### src/rtl/mult_acc_if.sv
// Handshake and result bundle for mult_acc_stage.
//   in_valid/in_ready/product/in_last : product stream into the accumulator
//   out_valid/out_ready               : frame result handshake
//   sum_out/terms_out/overrun         : frame result payload
interface mult_acc_if;
  logic        in_valid;
  logic        in_ready;
  logic [7:0]  product;
  logic        in_last;
  logic        out_valid;
  logic        out_ready;
  logic [11:0] sum_out;
  logic [4:0]  terms_out;
  logic        overrun;

  // Producer/consumer side (drives products, accepts results).
  modport master (
    output in_valid, product, in_last, out_ready,
    input  in_ready, out_valid, sum_out, terms_out, overrun
  );

  // Accumulator side.
  modport slave (
    input  in_valid, product, in_last, out_ready,
    output in_ready, out_valid, sum_out, terms_out, overrun
  );
endinterface

### src/rtl/mult_acc_stage.sv
// Frame accumulator for 4x4 multiplier products.
// Sums up to MAX_TERMS products per frame; a frame closes on in_last or when
// the term count reaches MAX_TERMS (flagged as overrun). The result is held
// in DONE until the downstream accepts it; frames never overlap.
// Ports:
//   clk   : clock, rising edge
//   rst_n : asynchronous active-low reset
//   bus   : mult_acc_if.slave (product input stream + result output)
module mult_acc_stage #(
  parameter int unsigned MAX_TERMS = 16
) (
  input  logic          clk,
  input  logic          rst_n,
  mult_acc_if.slave     bus
);

  localparam int unsigned ACC_W  = 12;
  localparam int unsigned CNT_W  = 5;

  typedef enum logic {ST_ACC, ST_DONE} state_t;

  state_t             state_q, state_d;
  logic [ACC_W-1:0]   acc_q, acc_d;
  logic [CNT_W-1:0]   cnt_q, cnt_d;
  logic [ACC_W-1:0]   sum_q, sum_d;
  logic [CNT_W-1:0]   terms_q, terms_d;
  logic               ovr_q, ovr_d;

  logic [ACC_W-1:0]   acc_next;
  logic [CNT_W-1:0]   cnt_next;
  logic               close_frame;

  // State and datapath registers.
  always_ff @(posedge clk or negedge rst_n) begin
    if (!rst_n) begin
      state_q <= ST_ACC;
      acc_q   <= '0;
      cnt_q   <= '0;
      sum_q   <= '0;
      terms_q <= '0;
      ovr_q   <= 1'b0;
    end else begin
      state_q <= state_d;
      acc_q   <= acc_d;
      cnt_q   <= cnt_d;
      sum_q   <= sum_d;
      terms_q <= terms_d;
      ovr_q   <= ovr_d;
    end
  end

  // Next-state and datapath update.
  always_comb begin
    state_d     = state_q;
    acc_d       = acc_q;
    cnt_d       = cnt_q;
    sum_d       = sum_q;
    terms_d     = terms_q;
    ovr_d       = ovr_q;
    acc_next    = acc_q + ACC_W'(bus.product);
    cnt_next    = cnt_q + CNT_W'(1);
    close_frame = bus.in_last || (cnt_next == CNT_W'(MAX_TERMS));

    unique case (state_q)
      ST_ACC: begin
        if (bus.in_valid) begin
          if (close_frame) begin
            sum_d   = acc_next;
            terms_d = cnt_next;
            // in_last wins when it coincides with the term limit
            ovr_d   = !bus.in_last;
            acc_d   = '0;
            cnt_d   = '0;
            state_d = ST_DONE;
          end else begin
            acc_d = acc_next;
            cnt_d = cnt_next;
          end
        end
      end
      ST_DONE: begin
        if (bus.out_ready) begin
          state_d = ST_ACC;
        end
      end
      default: state_d = ST_ACC;
    endcase
  end

  // Handshake outputs decode the state register only.
  assign bus.in_ready  = (state_q == ST_ACC);
  assign bus.out_valid = (state_q == ST_DONE);
  assign bus.sum_out   = sum_q;
  assign bus.terms_out = terms_q;
  assign bus.overrun   = ovr_q;

endmodule

### src/flat_wrapper.sv
// flat-port wrapper written by rule: the top's interface ports become plain ports
module mult_acc_stage_flat 
#(
  parameter int unsigned MAX_TERMS = 16
)
  (clk, rst_n, bus_in_valid, bus_product, bus_in_last, bus_out_ready, bus_in_ready, bus_out_valid, bus_sum_out, bus_terms_out, bus_overrun);
  mult_acc_if bus_i ();
  input  logic clk;
  input  logic rst_n;
  input wire logic [$bits(bus_i.in_valid)-1:0] bus_in_valid;
  input wire logic [$bits(bus_i.product)-1:0] bus_product;
  input wire logic [$bits(bus_i.in_last)-1:0] bus_in_last;
  input wire logic [$bits(bus_i.out_ready)-1:0] bus_out_ready;
  output wire logic [$bits(bus_i.in_ready)-1:0] bus_in_ready;
  output wire logic [$bits(bus_i.out_valid)-1:0] bus_out_valid;
  output wire logic [$bits(bus_i.sum_out)-1:0] bus_sum_out;
  output wire logic [$bits(bus_i.terms_out)-1:0] bus_terms_out;
  output wire logic [$bits(bus_i.overrun)-1:0] bus_overrun;
  assign bus_i.in_valid = bus_in_valid;
  assign bus_i.product = bus_product;
  assign bus_i.in_last = bus_in_last;
  assign bus_i.out_ready = bus_out_ready;
  assign bus_in_ready = bus_i.in_ready;
  assign bus_out_valid = bus_i.out_valid;
  assign bus_sum_out = bus_i.sum_out;
  assign bus_terms_out = bus_i.terms_out;
  assign bus_overrun = bus_i.overrun;
  mult_acc_stage #(.MAX_TERMS(MAX_TERMS)) u_core (.clk(clk), .rst_n(rst_n), .bus(bus_i));
endmodule
### config.mk
export PLATFORM = sky130hd
export DESIGN_NAME = mult_acc_stage_flat
export DESIGN_NICKNAME = d
export VERILOG_FILES = /design/src/rtl/mult_acc_if.sv /design/src/rtl/mult_acc_stage.sv /design/src/flat_wrapper.sv
export SDC_FILE = /design/constraint.sdc
export NUM_CORES = 1
export LEC_CHECK = 0
export ABC_AREA = 0
export CELL_PAD_IN_SITES_DETAIL_PLACEMENT = 0
export CELL_PAD_IN_SITES_GLOBAL_PLACEMENT = 1
export CORE_AREA = 2 2 74 76
export DETAILED_ROUTE_END_ITERATION = 8
export DIE_AREA = 0 0 76 78
export PLACE_DENSITY = 0.75
export SETUP_SLACK_MARGIN = 0.15
export SLEW_MARGIN = 20
export SYNTH_ARGS = -nofsm -noshare
export SYNTH_HDL_FRONTEND = slang
export SYNTH_SLANG_ARGS = --single-unit
### constraint.sdc
create_clock -name clk -period 2.8 [get_ports clk]
set_input_delay 0.56 -clock clk [delete_from_list [all_inputs] [get_ports clk]]
set_output_delay 0.56 -clock clk [all_outputs]
set_load 0.005 [all_outputs]
==> reports/qor.yml, run 1 <==
logic_synthesis:
  synth-compound-area-share: 0.2195
  ys.flop_type: "dfrtp_1"
  ys_warn_count: 0
  synthXorXnorAreaFrac: 0.03884
  avgSynthCellArea_sq_um: 10.25
  synth_top_family_by_area: "compound AO/OA/AOI/OAI gates"
  synth-simple-area-share: 0.1560
  ys_ff_latch: 36
  synth_cell_type_count: 51
  async_flop_share: 1.000
  muxShareOfSynthArea: 0.04932
  ys_seq_area_frac: 0.4439
  synth_edf_count: 0
  synthAdderAreaFrac: 0.07152
  synth.cell_area_sq_um: 2029
  syn_nets: 222
  synthCells: 198
worst_setup_path:
  path_cells: "clkdlybuf4s50_1 -> ha_1 -> fa_1 -> a21o_1 -> a221oi_1 -> buf_4 -> buf_4 -> xnor2_1 -> mux2_2"
  path_max_fanout: 3
  cp_slowest_cell: "fa_1"
  crit_top_cell: "buf_4"
  critical_path.max_stage_delay_ns: 0.41
  crit_path_end_kind: "register"
  worstPathRequired_ns: 2.98
  crit_type: "in2reg"
  crit_buf_inv: 3
  startpoint_type: "input port"
  cp.arrival_ns: 2.67
  crit_family: "buffers and inverters"
sta:
  clock.fmax_mhz: 402.1
  timing_hold_violations_final: 0
  rsz0062_at_grt: "false"
  relSlewSlack: 0.3978
  min_period_ns: 2.487
  clock_skew_ns: 0.009698
  drv_slew: 0
  fin_tns_setup_ns: 0
  tightest_slew_ns: 0.9033
  setup_viol: 0
  fin_crit_sh: 0.8882
clocking:
  root_buffer: "clkbuf_8"
  cts_made_buffers: 5
  worstSkewPairLatency_ns: 0.30
  clock_sinks: 36
  cts_max_level: 2
  clock_path_buffers: 2
  cts.clk_slew.worst_paths_ns: 0.08
  cts_tree: "built"
routing:
  ant_nets: 0
  wirelength_mm: 4.733
  first_iter_violations: 62
  viasPerCell: 5.317
  remaining_drc_errors: 0
  wl_per_cell_microns: 15.17
  dr.pass1.iters: 4
  vias: 1659
floorplanning:
  design.die.area_sq_um: 5928
  pin_count: 33
  initial_utilization: 0.4025
  die_h_microns: 78
  coreArea_sq_um: 5042
  die_w_microns: 76
  rows: 26
run:
  drv_cap: 0
global_routing:
  use_met2: 0.3018
  grt_max_degree: 37
  gr-usage-all-layers: 0.1823
  busiest_layer: "met2"
  grt_pass1_wl_mm: 8.604
  grt_pass1_vias: 1751
  use_met1: 0.2358
  grt-ovfl-total: 0
  antenna_found_initial: 0
  use_met3: 0.04419
layout:
  drive_gt1_frac: 0.1777
  antenna_cells: 0
  area_growth_pct: 26.51
  finalInstanceArea_sq_um: 2567
  utilization: 0.5092
  final_nets: 265
placed_design:
  placed_area_sq_um: 2480
  place_hpwl_mm: 3.343
  place_congestion: 0.8347
  io_buffers: 32
hold_path:
  holdCritPathClass: "in2async"
outcome:
  status: "finished clean"
power_and_ir_drop:
  p_leak_nw: 1.116
  ir_worst_vdd_mv: 0.3916
  powerDensity_nw_per_um2: 807.0
## routing by layer
| layer | part of all wire | vias up |
|---|---|---|
| li1 | - | 813 |
| met1 | 0.50 | 805 |
| met2 | 0.45 | 33 |
| met3 | 0.034 | 8 |
| met4 | 0.019 | 0 |
| met5 | 0 | - |
## report_power, final
group / switching, W / total, W / leakage (nW) / internal [W]
sequential: 0.000120 / 0.000803 / 0.460 / 0.000683
combinational: 0.000401 / 0.000897 / 0.609 / 0.000496
clock: 0.000199 / 0.000373 / 0.0479 / 0.000173
## layout make-up
class / instances / area (sq um)
clock inverter: 3 / 18.77
fill: 496 / 2475
clock buffer: 5 / 68.82
sequential: 36 / 900.9
tap: 70 / 87.58
multi-input combinational: 152 / 1086
timing repair buffer: 42 / 390.4
inverter: 4 / 15.01
## placed cells by master, fill, tap and decap left out, types with 3 or more instances in the layout
cell type | Yosys | layout
o211ai_1 | 5 | 5
nand2_1 | 23 | 23
mux2_2 | 8 | 8
buf_4 | 1 | 10
xnor2_1 | 9 | 9
inv_1 | 4 | 4
clkbuf_8 | 0 | 5
clkdlybuf4s50_1 | 0 | 31
ha_1 | 10 | 10
a21o_1 | 8 | 8
nor2_1 | 3 | 3
nand3_1 | 10 | 10
o21ai_0 | 20 | 19
dfrtp_1 | 36 | 36
a21oi_1 | 12 | 12
## kinds of logic (layout without fill, tap and decap cells)
group | count (synthesis) | count (layout)
xor+xnor | 9 | 9
flops | 36 | 36
mux | 9 | 9
buf+inv | 10 | 54
compound gates | 66 | 66
simple gates | 57 | 57
fa+ha+maj | 11 | 11
## worst paths after layout
path                                       from                     to  cells after the start  slack (ns)
worst min-delay path                      rst_n        u_core.acc_q[0]                      1        0.37
worst min register to register  u_core.acc_q[4]        u_core.acc_q[4]                      2        0.48
worst max-delay path             bus_product[0]  u_core.bus.sum_out[6]                      9        0.31
max in group asynchronous                 rst_n  u_core.bus.sum_out[9]                      1        1.85
worst max register to register  u_core.cnt_q[0]        u_core.cnt_q[3]                      6        0.54
min in group clk                u_core.acc_q[4]        u_core.acc_q[4]                      2        0.48
## repair_timing
item                                    CTS  global route
endpoints found under the setup margin    0             1
hold buffers                              0             0
resized for setup                         0             1
setup buffers                             0             0
## worst reg2reg max path, delay by kind of cell (launching register included)
kind	cells	cell delay, ns
AND/OR/NAND/NOR	2	0.59
AO/OA/AOI/OAI	3	0.83
adder cells (fa/ha/maj)	1	0.31
flip-flops	1	0.46
## synth_stat cells, drive strengths merged, types with 2 or more instances
| library cell | number | area share |
|---|---|---|
| ha | 10 | 0.062 |
| a211o | 3 | 0.014 |
| a21oi | 12 | 0.030 |
| nand2 | 25 | 0.051 |
| a31oi | 2 | 0.0062 |
| xnor2 | 9 | 0.039 |
| and3 | 3 | 0.0099 |
| o211ai | 5 | 0.018 |
| a31o | 2 | 0.0086 |
| and2 | 2 | 0.0074 |
| o21ai | 22 | 0.056 |
| clkbuf | 4 | 0.0074 |
| mux2 | 8 | 0.044 |
| nor2b | 2 | 0.0062 |
| nand3 | 10 | 0.025 |
| or3 | 2 | 0.0062 |
| or2 | 2 | 0.0062 |
| a21o | 8 | 0.030 |
| dfrtp | 36 | 0.44 |
| nor2 | 4 | 0.011 |
| or2b | 2 | 0.0080 |
| o31ai | 2 | 0.0074 |
| inv | 4 | 0.0074 |
| buf | 2 | 0.0062 |
## state kept, by name, indices dropped and copies added, names as in the netlist
name                  cells
u_core.acc_q             12
u_core.bus.out_valid      1
u_core.bus.overrun        1
u_core.bus.sum_out       12
u_core.bus.terms_out      5
u_core.cnt_q              5
## per-stage QoR
step                      cells  setup WS [ns]  hold WS [ns]  total power (W)
after floorplan             198         0.4185        0.2644         0.001306
after global placement      304       -0.02782        0.4586         0.001700
after detailed placement    304       -0.03538        0.4628         0.001709
after CTS                   312         0.2572        0.4198         0.002091
after global routing        312         0.1733        0.4497         0.002252
final                       312         0.3129        0.3655         0.002072
Power figures use the tool's default switching activity.
==> run 2: changes to the inputs <==
--- a/config.mk
+++ b/config.mk
@@ -8,9 +8,9 @@
 export ABC_AREA = 0
 export CELL_PAD_IN_SITES_DETAIL_PLACEMENT = 0
 export CELL_PAD_IN_SITES_GLOBAL_PLACEMENT = 1
-export CORE_AREA = 2 2 74 76
+export CORE_AREA = 3 3 75 77
 export DETAILED_ROUTE_END_ITERATION = 8
-export DIE_AREA = 0 0 76 78
+export DIE_AREA = 0 0 78 80
 export PLACE_DENSITY = 0.75
 export SETUP_SLACK_MARGIN = 0.15
 export SLEW_MARGIN = 20
==> reports/qor.yml, run 2 (same netlist as run 1, synthesis figures left out) <==
routing:
  vias: 1679  # +1.2%
  ant_nets: 0  # unchanged
  dr.pass1.iters: 4  # unchanged
  remaining_drc_errors: 0  # unchanged
  viasPerCell: 5.416  # +1.9%
  first_iter_violations: 116  # +87%
  wirelength_mm: 4.864  # +2.8%
  wl_per_cell_microns: 15.69  # +3.4%
clocking:
  cts.clk_slew.worst_paths_ns: 0.08  # about the same
  clock_sinks: 36  # unchanged
  root_buffer: "clkbuf_8"
  clock_path_buffers: 2  # unchanged
  cts_max_level: 2  # unchanged
  cts_tree: "built"
  worstSkewPairLatency_ns: 0.30  # about the same
  cts_made_buffers: 5  # unchanged
  postCtsSetupBuffers: 0  # unchanged
sta:
  clock_skew_ns: 0.01007  # +0.0003700 ns
  relSlewSlack: 0.4475  # +0.04970
  drv_slew: 0  # unchanged
  rsz0062_at_grt: "false"
  min_period_ns: 2.431  # -0.05639 ns
  tightest_slew_ns: 0.8287  # -0.07455 ns
  clock.fmax_mhz: 411.4  # +2.3%
  fin_crit_sh: 0.8681  # -0.02014
  setup_viol: 0  # unchanged
  timing_hold_violations_final: 0  # unchanged
floorplanning:
  design.die.area_sq_um: 6240  # +5.3%
  initial_utilization: 0.3999  # -0.002580
  pin_count: 33  # unchanged
  coreArea_sq_um: 5075  # +0.65%
  rows: 26  # unchanged
  die_h_microns: 80  # +2.6%
  die_w_microns: 78  # +2.6%
global_routing:
  grt-ovfl-total: 0  # unchanged
  grt_pass1_vias: 1715  # -2.1%
  gr-usage-all-layers: 0.1752  # -0.007096
  antenna_found_initial: 0  # unchanged
  grt_pass1_wl_mm: 8.431  # -2.0%
  grt_max_degree: 37  # unchanged
power_and_ir_drop:
  p_leak_nw: 1.113  # -0.28%
  power_frac_seq: 0.384  # -0.003
  pwr-share-comb: 0.426  # -0.007
  swShare: 0.3465  # -0.001017
  p_sw_w: 0.0007225  # +0.32%
  powerDensity_nw_per_um2: 813.2  # +0.76%
  ir_worst_vdd_mv: 0.3955  # +0.99%
  intPower_w: 0.001362  # +0.77%
  p_clk_frac: 0.190  # +0.010
outcome:
  status: "finished clean"
layout:
  finalInstanceArea_sq_um: 2564  # -0.15%
  mostFrequentLayoutCell: "dfrtp_1"
  drive_gt1_frac: 0.1750  # -0.002686
  fin_cells: 310  # -0.64%
  final_nets: 263  # -0.75%
  antenna_cells: 0  # unchanged
  area_growth_pct: 26.33
  utilization: 0.5052  # -0.004003
  final_cell_mix: "dfrtp_1, clkdlybuf4s50_1, nand2_1"
placed_design:
  placed_area_sq_um: 2465  # -0.61%
  io_buffers: 32  # unchanged
  place_congestion: 0.7997  # -4.2%
  place_inst: 302  # -0.66%
  place_hpwl_mm: 3.390  # +1.4%
worst_setup_path:
  worstPathRequired_ns: 2.99  # about the same
  path_max_fanout: 3  # unchanged
  cp.arrival_ns: 2.62  # -0.05 ns
  startpoint_type: "input port"
  crit_type: "in2reg"
  crit_path_end_kind: "register"
  r2r_cells: 6  # unchanged
hold_path:
  holdCritPathClass: "in2async"
run:
  drv_cap: 0  # unchanged
-- run 2: per-stage QoR --
stage	setup WS, ns	total power [W]	setup TNS (ns)	hold WS (ns)
after floorplan	0.4185	0.001306	0	0.2644
after CTS	0.2656	0.002103	0	0.3871
final	0.3693	0.002085	0	0.3517
after global placement	-0.01844	0.001692	-0.03582	0.4560
after detailed placement	-0.04528	0.001697	-0.08425	0.4625
after global routing	0.2422	0.002255	0	0.4234
-- run 2: area by class of cell --
| type | instances | area, sq um |
|---|---|---|
| tap | 70 | 87.58 |
| sequential | 36 | 900.9 |
| inverter | 4 | 15.01 |
| timing repair buffer | 40 | 375.4 |
| clock buffer | 6 | 82.58 |
| multi-input combinational | 152 | 1092 |
| fill | 519 | 2511 |
| clock inverter | 2 | 10.01 |
-- run 2: layer usage --
layer	routed length, microns	vias up	track usage	part of all wire
met5	0	-	0	0
met4	110	0	0.07692	0.023
met3	222	10	0.03612	0.046
met2	2224	36	0.2808	0.46
met1	2306	823	0.2286	0.47
li1	-	810	-	-
-- run 2: path summary, 6_finish.rpt --
path | from | end | slack [ns]
worst min-delay path | rst_n | u_core.bus.sum_out[0] | 0.35
min in group clk | u_core.acc_q[4] | u_core.acc_q[4] | 0.47
worst max-delay path | bus_product[0] | u_core.bus.sum_out[8] | 0.37
max in group asynchronous | rst_n | u_core.bus.sum_out[6] | 1.92
worst min register to register | u_core.acc_q[4] | u_core.acc_q[4] | 0.47
worst max register to register | u_core.cnt_q[0] | u_core.bus.terms_out[1] | 0.56
-- run 2: power by group through the flow --
stage	registers (W)	logic, W	clock network [W]
after floorplan	0.000797	0.000509	0
after global placement	0.000810	0.000882	0
after detailed placement	0.000813	0.000885	0
after CTS	0.000802	0.000891	0.000409
after global routing	0.000830	0.000994	0.000430
final	0.000801	0.000888	0.000395
-- run 2: worst max-delay path: stages --
cell and delay (ns):
clkdlybuf4s50_1 0.40, ha_1 0.23, fa_1 0.39, a21o_1 0.22, a221oi_2 0.28, buf_4 0.17, o21ba_2 0.17, xnor2_1 0.11
o21ai_0 0.08
-- run 2: repair_timing --
item / CTS / global route
hold buffers: 0 / 0
endpoints found under the setup margin: 0 / 3
gates resized for setup: 0 / 2
endpoints found under the hold margin: 0 / 0
